--- src/rtl/multicycle_controller_pkg.sv ---
// Shared definitions for the multicycle LEGv8-style controller.
// Contents:
//   state_t      - FSM state encodings (visible on the controller's state port)
//   opclass_t    - instruction class produced by opcode_decoder
//   OP_*         - full opcodes and prefix patterns recognised by the decoder
//   PC_SRC_*     - pc_src select codes
//   ALUB_*       - alu_src_b select codes
//   ALUOP_*      - alu_op codes
package multicycle_controller_pkg;

    localparam int OPCODE_W = 11;

    typedef enum logic [3:0] {
        S_FETCH   = 4'd0,
        S_DECODE  = 4'd1,
        S_EXEC_R  = 4'd2,
        S_ADDR    = 4'd3,
        S_MEM_RD  = 4'd4,
        S_MEM_WR  = 4'd5,
        S_WB_R    = 4'd6,
        S_WB_MEM  = 4'd7,
        S_BR_CB   = 4'd8,
        S_BR_B    = 4'd9,
        S_ILLEGAL = 4'd15
    } state_t;

    typedef enum logic [2:0] {
        C_R   = 3'd0,
        C_LD  = 3'd1,
        C_ST  = 3'd2,
        C_CB  = 3'd3,
        C_B   = 3'd4,
        C_BAD = 3'd5
    } opclass_t;

    // Full 11-bit opcodes
    localparam logic [OPCODE_W-1:0] OP_ADD  = 11'b10001011000;
    localparam logic [OPCODE_W-1:0] OP_SUB  = 11'b11001011000;
    localparam logic [OPCODE_W-1:0] OP_AND  = 11'b10001010000;
    localparam logic [OPCODE_W-1:0] OP_ORR  = 11'b10101010000;
    localparam logic [OPCODE_W-1:0] OP_LDUR = 11'b11111000010;
    localparam logic [OPCODE_W-1:0] OP_STUR = 11'b11111000000;

    // Branch opcodes are shorter; the remaining bits belong to the immediate
    localparam logic [7:0] OP_CBZ_PFX = 8'b10110100;
    localparam logic [5:0] OP_B_PFX   = 6'b000101;

    localparam logic [1:0] PC_SRC_ALU    = 2'b00;
    localparam logic [1:0] PC_SRC_BRANCH = 2'b01;
    localparam logic [1:0] PC_SRC_UNCOND = 2'b10;

    localparam logic [1:0] ALUB_REG  = 2'b00;
    localparam logic [1:0] ALUB_FOUR = 2'b01;
    localparam logic [1:0] ALUB_IMM  = 2'b10;

    localparam logic [1:0] ALUOP_ADD   = 2'b00;
    localparam logic [1:0] ALUOP_SUB   = 2'b01;
    localparam logic [1:0] ALUOP_FUNCT = 2'b10;

endpackage

--- src/rtl/opcode_decoder.sv ---
// Combinational opcode classifier.
// Ports:
//   opcode  in  11  opcode field of the instruction register
//   opclass out 3   R / LD / ST / CB / B / BAD
module opcode_decoder
    import multicycle_controller_pkg::*;
(
    input  logic [OPCODE_W-1:0] opcode,
    output opclass_t            opclass
);

    always_comb begin
        opclass = C_BAD;
        if (opcode == OP_ADD || opcode == OP_SUB ||
            opcode == OP_AND || opcode == OP_ORR) begin
            opclass = C_R;
        end else if (opcode == OP_LDUR) begin
            opclass = C_LD;
        end else if (opcode == OP_STUR) begin
            opclass = C_ST;
        end else if (opcode[10:3] == OP_CBZ_PFX) begin
            opclass = C_CB;
        end else if (opcode[10:5] == OP_B_PFX) begin
            opclass = C_B;
        end
    end

endmodule

--- src/rtl/multicycle_controller.sv ---
// Multicycle datapath controller (FETCH / DECODE / execute / memory / writeback).
// Ports:
//   clock, reset          rising-edge clock, asynchronous active-high reset
//   opcode, zero          instruction opcode field, ALU zero flag
//   mem_ready             memory completes the current request this cycle
//   mem_req/mem_write/iord             memory request, write enable, address select
//   pc_write/ir_write/reg_write        one-cycle datapath strobes
//   mem_to_reg/reg2loc/alu_src_a       datapath selects
//   pc_src/alu_src_b/alu_op            2-bit datapath selects
//   state                              current state encoding
//   illegal                            set while parked in ILLEGAL
// All outputs are a combinational decode of the state register; reset also
// gates them to zero directly so they drop in the same cycle it is asserted.
module multicycle_controller
    import multicycle_controller_pkg::*;
#(
    parameter int OPC_W = OPCODE_W
) (
    input  logic             clock,
    input  logic             reset,
    input  logic [OPC_W-1:0] opcode,
    input  logic             zero,
    input  logic             mem_ready,
    output logic             mem_req,
    output logic             mem_write,
    output logic             iord,
    output logic             pc_write,
    output logic             ir_write,
    output logic             reg_write,
    output logic             mem_to_reg,
    output logic             reg2loc,
    output logic             alu_src_a,
    output logic [1:0]       pc_src,
    output logic [1:0]       alu_src_b,
    output logic [1:0]       alu_op,
    output logic [3:0]       state,
    output logic             illegal
);

    state_t   state_reg;
    state_t   state_next;
    opclass_t opclass;

    opcode_decoder u_decoder (
        .opcode  (opcode),
        .opclass (opclass)
    );

    always_ff @(posedge clock or posedge reset) begin
        if (reset) begin
            state_reg <= S_FETCH;
        end else begin
            state_reg <= state_next;
        end
    end

    always_comb begin
        state_next = state_reg;
        mem_req    = 1'b0;
        mem_write  = 1'b0;
        iord       = 1'b0;
        pc_write   = 1'b0;
        ir_write   = 1'b0;
        reg_write  = 1'b0;
        mem_to_reg = 1'b0;
        reg2loc    = 1'b0;
        alu_src_a  = 1'b0;
        pc_src     = PC_SRC_ALU;
        alu_src_b  = ALUB_REG;
        alu_op     = ALUOP_ADD;
        illegal    = 1'b0;
        if (!reset) begin
            case (state_reg)
                S_FETCH: begin
                    // PC+4 is computed every cycle but only committed, together
                    // with the IR load, in the cycle the memory answers.
                    mem_req   = 1'b1;
                    alu_src_b = ALUB_FOUR;
                    pc_write  = mem_ready;
                    ir_write  = mem_ready;
                    if (mem_ready) begin
                        state_next = S_DECODE;
                    end
                end
                S_DECODE: begin
                    case (opclass)
                        C_R:          state_next = S_EXEC_R;
                        C_LD, C_ST:   state_next = S_ADDR;
                        C_CB:         state_next = S_BR_CB;
                        C_B:          state_next = S_BR_B;
                        default:      state_next = S_ILLEGAL;
                    endcase
                end
                S_EXEC_R: begin
                    alu_src_a  = 1'b1;
                    alu_src_b  = ALUB_REG;
                    alu_op     = ALUOP_FUNCT;
                    state_next = S_WB_R;
                end
                S_WB_R: begin
                    reg_write  = 1'b1;
                    state_next = S_FETCH;
                end
                S_ADDR: begin
                    alu_src_a  = 1'b1;
                    alu_src_b  = ALUB_IMM;
                    alu_op     = ALUOP_ADD;
                    state_next = (opclass == C_ST) ? S_MEM_WR : S_MEM_RD;
                end
                S_MEM_RD: begin
                    mem_req = 1'b1;
                    iord    = 1'b1;
                    if (mem_ready) begin
                        state_next = S_WB_MEM;
                    end
                end
                S_MEM_WR: begin
                    mem_req   = 1'b1;
                    iord      = 1'b1;
                    mem_write = 1'b1;
                    if (mem_ready) begin
                        state_next = S_FETCH;
                    end
                end
                S_WB_MEM: begin
                    reg_write  = 1'b1;
                    mem_to_reg = 1'b1;
                    state_next = S_FETCH;
                end
                S_BR_CB: begin
                    // Rt is read through the second register port so the ALU
                    // can test it against zero.
                    reg2loc    = 1'b1;
                    alu_op     = ALUOP_SUB;
                    pc_write   = zero;
                    pc_src     = zero ? PC_SRC_BRANCH : PC_SRC_ALU;
                    state_next = S_FETCH;
                end
                S_BR_B: begin
                    pc_write   = 1'b1;
                    pc_src     = PC_SRC_UNCOND;
                    state_next = S_FETCH;
                end
                S_ILLEGAL: begin
                    illegal = 1'b1;
                end
                default: begin
                    // Unused encodings park in ILLEGAL rather than wander.
                    state_next = S_ILLEGAL;
                end
            endcase
        end
    end

    assign state = state_reg;

endmodule

--- config.mk ---
export PLATFORM = sky130hd
export DESIGN_NAME = multicycle_controller
export DESIGN_NICKNAME = d
export VERILOG_FILES = /design/src/rtl/multicycle_controller_pkg.sv /design/src/rtl/opcode_decoder.sv /design/src/rtl/multicycle_controller.sv
export SDC_FILE = /design/constraint.sdc
export NUM_CORES = 1
export LEC_CHECK = 0
export CAP_MARGIN = 20
export CELL_PAD_IN_SITES_DETAIL_PLACEMENT = 1
export CELL_PAD_IN_SITES_GLOBAL_PLACEMENT = 1
export CORE_MARGIN = 3
export CORE_UTILIZATION = 24
export DETAILED_ROUTE_END_ITERATION = 16
export PLACE_DENSITY = 0.89
export SLEW_MARGIN = 40
export SYNTH_ARGS = -nofsm -noshare
export SYNTH_HDL_FRONTEND = slang
export SYNTH_SLANG_ARGS = --single-unit
--- constraint.sdc ---
create_clock -name clock -period 2.3 [get_ports clock]
set_input_delay 0.345 -clock clock [delete_from_list [all_inputs] [get_ports clock]]
set_output_delay 0.345 -clock clock [all_outputs]
set_load 0.01 [all_outputs]
==> impl_metrics.json, run 1 <==
{
  "yosysWarnings": 0,
  "critPathRequiredTime_ns": 1.96,
  "cts_tree": "built",
  "ys_async_sr_fraction": 1.000,
  "post-synth-top-area-fraction": 0.1914,
  "drt-wirelength-per-cell_um": 13.11,
  "grt-ovfl-total": 0,
  "slew_viol_final": 0,
  "ys_seq_area_frac": 0.1914,
  "die_h_um": 52.68,
  "power.leakage_nw": 0.3861,
  "place_area_um2": 923.4,
  "vias": 718,
  "top_layer": "met3",
  "final_util": 0.4771,
  "drcViolationCount": 0,
  "synth-main-ff-cell": "dfrtp_1",
  "dieArea_mm2": 0.002775,
  "synthCells": 78,
  "ir_drop_mv": 0.4737,
  "rsz0062_at_grt": "yes",
  "fmax_ghz": 0.4375,
  "synth_area_leaders": "dfrtp_1 (19%), nor2_1 (8.6%), a21oi_1 (6.7%)",
  "synth_commonest_cells": "nor2_1 (12), a21oi_1 (7), clkbuf_1 (7)",
  "nNetsFinal": 132,
  "ys_types": 31,
  "dr.pass1.iters": 4,
  "synth_seq_cells": 4,
  "clockBufferDepth": 2,
  "clock-skew-final_ns": 0.005012,
  "worst_pin_slew_ns": 0.3950,
  "critPathSlowestCell": "clkdlybuf4s50_1",
  "max_slew_margin": 0.7366,
  "grt_max_degree": 14,
  "drtIter0Drc": 8,
  "numCtsBuffers": 3,
  "dp_hpwl_mm": 1.523,
  "largest_register_ffs": 4,
  "critical_path.top_delay_family": "buffers and inverters",
  "start_util": 0.2587,
  "grt_pass1_wl_mm": 3.201,
  "antenna_found_initial": 0,
  "max_stage_delay_ns": 0.55,
  "startpoint_type": "input pin",
  "grt_pass1_vias": 743,
  "hold_path_class": "input pin to async pin",
  "via_per_inst": 5.056,
  "worstSetupPathType": "input pin to output pin",
  "io_pins": 35,
  "area_growth_pct": 84.45,
  "arrival_ns": 1.94,
  "wl_met3_um": 125,
  "power_density_mw_per_mm2": 834.7,
  "numPortBuffers": 34,
  "drive_above_1_share": 0.1391,
  "grt_usage": 0.1505,
  "crit_path_frequent_cell": "clkdlybuf4s50_1",
  "clock_sink_count": 4,
  "route.antenna.remaining_nets": 0,
  "die_w_um": 52.68,
  "synth_area_leader_cell": "dfrtp_1",
  "clk_latency_ns": 0.23,
  "place_congestion": 0.7369,
  "cp_max_fo": 3,
  "final-setup-viol-count": 0,
  "syn_nets": 93,
  "hold_ws_ns": 0.6026,
  "drt-total-wl_mm": 1.862,
  "root_buffer": "clkbuf_4",
  "fin_ws_ns": 0.01424,
  "syn_avg_cell_area_um2": 6.705,
  "status": "finished, final reports clean",
  "htreeDepth": 1,
  "synth_edf_count": 0,
  "antenna_cells": 0,
  "dpl_worst_slack_ns": -0.1247,
  "wl_met1_um": 783,
  "rows": 16,
  "design_area_um2": 964.7,
  "finalHoldViolCount": 0,
  "min_period_ns": 2.286,
  "core_area_mm2": 0.002022,
  "maxCapViolations": 0,
  "finalCritPeriodShare": 0.9938,
  "cts_hold_buffers": 0,
  "path_cells": "clkdlybuf4s50_1, or3_4, buf_4, a21oi_1, clkdlybuf4s50_1",
  "critical_path_buf_inv_count": 3,
  "syn_area_um2": 523.0,
  "wl_met2_um": 953,
  "yosysMostFrequentCell": "nor2_1",
  "worstSetupEndpointType": "output pin",
  "total_power_w": 0.0008052,
  "cts.clk_slew.worst_paths_ns": 0.04
}
-- worst min-delay path, delay by kind of cell --
kind / cells / cell delay (ns)
buf+inv: 4 / 0.81
-- path summary, 6_finish.rpt --
check                                     start  cells after the start              endpoint  slack (ns)
setup reg to reg           state[1]$_DFFE_PP0P_                      6  state[0]$_DFFE_PP0P_        0.56
max in group asynchronous                 reset                      4  state[3]$_DFFE_PP0P_        1.58
hold reg to reg            state[2]$_DFFE_PP0P_                      2  state[2]$_DFFE_PP0P_        0.72
setup / recovery                          reset                      5              pc_write        0.01
hold / removal                            reset                      4  state[1]$_DFFE_PP0P_        0.60
min in group clock         state[2]$_DFFE_PP0P_                      2  state[2]$_DFFE_PP0P_        0.72
-- kinds of logic after synthesis --
kind of cell           synth area share
DFF                              0.1914
muxes                           0.01914
buffers and inverters           0.07897
AOI/OAI and AO/OA                0.2703
and+or+nand+nor                  0.4402
-- routing by layer --
layer,vias to the layer above,track usage
met5,-,0
met4,0,0.03830
met3,0,0.02849
met2,35,0.2975
met1,323,0.1579
li1,360,-
-- report_power, final --
group,switching [W],internal [W]
clock,0.0000264,0.0000582
combinational,0.000274,0.000281
sequential,0.0000616,0.000104
total,0.000362,0.000443
-- per-stage QoR --
| step | TNS, ns | std cells |
|---|---|---|
| floorplan | 0 | 78 |
| global placement | -0.3710 | 139 |
| detailed placement | -0.6142 | 139 |
| CTS | 0 | 142 |
| global route | -0.1644 | 142 |
| finish | 0 | 142 |
-- layout make-up --
class / count / area, um2
clock buffer: 3 / 22.52
fill: 257 / 1057
inverter: 2 / 7.507
multi-input combinational: 64 / 402.9
sequential: 4 / 100.1
tap: 27 / 33.78
timing repair buffer: 42 / 397.9
-- layout by cell type, fill, tap and decap left out, types with 2 or more instances in the layout --
master	instances
inv_1	2
nor3_1	4
clkdlybuf4s50_1	29
clkbuf_4	3
nand4_1	2
o21ai_0	4
nand2_1	3
dlygate4sd2_1	4
nand3_1	2
a21oi_1	7
nor2_1	12
dfrtp_1	4
and2_1	4
or2_1	3
buf_4	8
nand2b_1	3
nor4_1	2
-- timing repair --
item                       CTS  global route
setup endpoints to repair    7             5
buffers inserted             0             0
pin swaps                    0             0
gates resized for setup      8             1
No activity file was read; power rests on OpenSTA's default activity.
==> inputs of run 2 (changes only) <==
--- a/config.mk
+++ b/config.mk
@@ -12,7 +12,6 @@
 export CORE_UTILIZATION = 24
 export DETAILED_ROUTE_END_ITERATION = 16
 export PLACE_DENSITY = 0.89
-export SLEW_MARGIN = 40
 export SYNTH_ARGS = -nofsm -noshare
 export SYNTH_HDL_FRONTEND = slang
 export SYNTH_SLANG_ARGS = --single-unit
==> results of run 2 <==
Same layout as run 1: the final DEF is identical, and so are final timing and power.
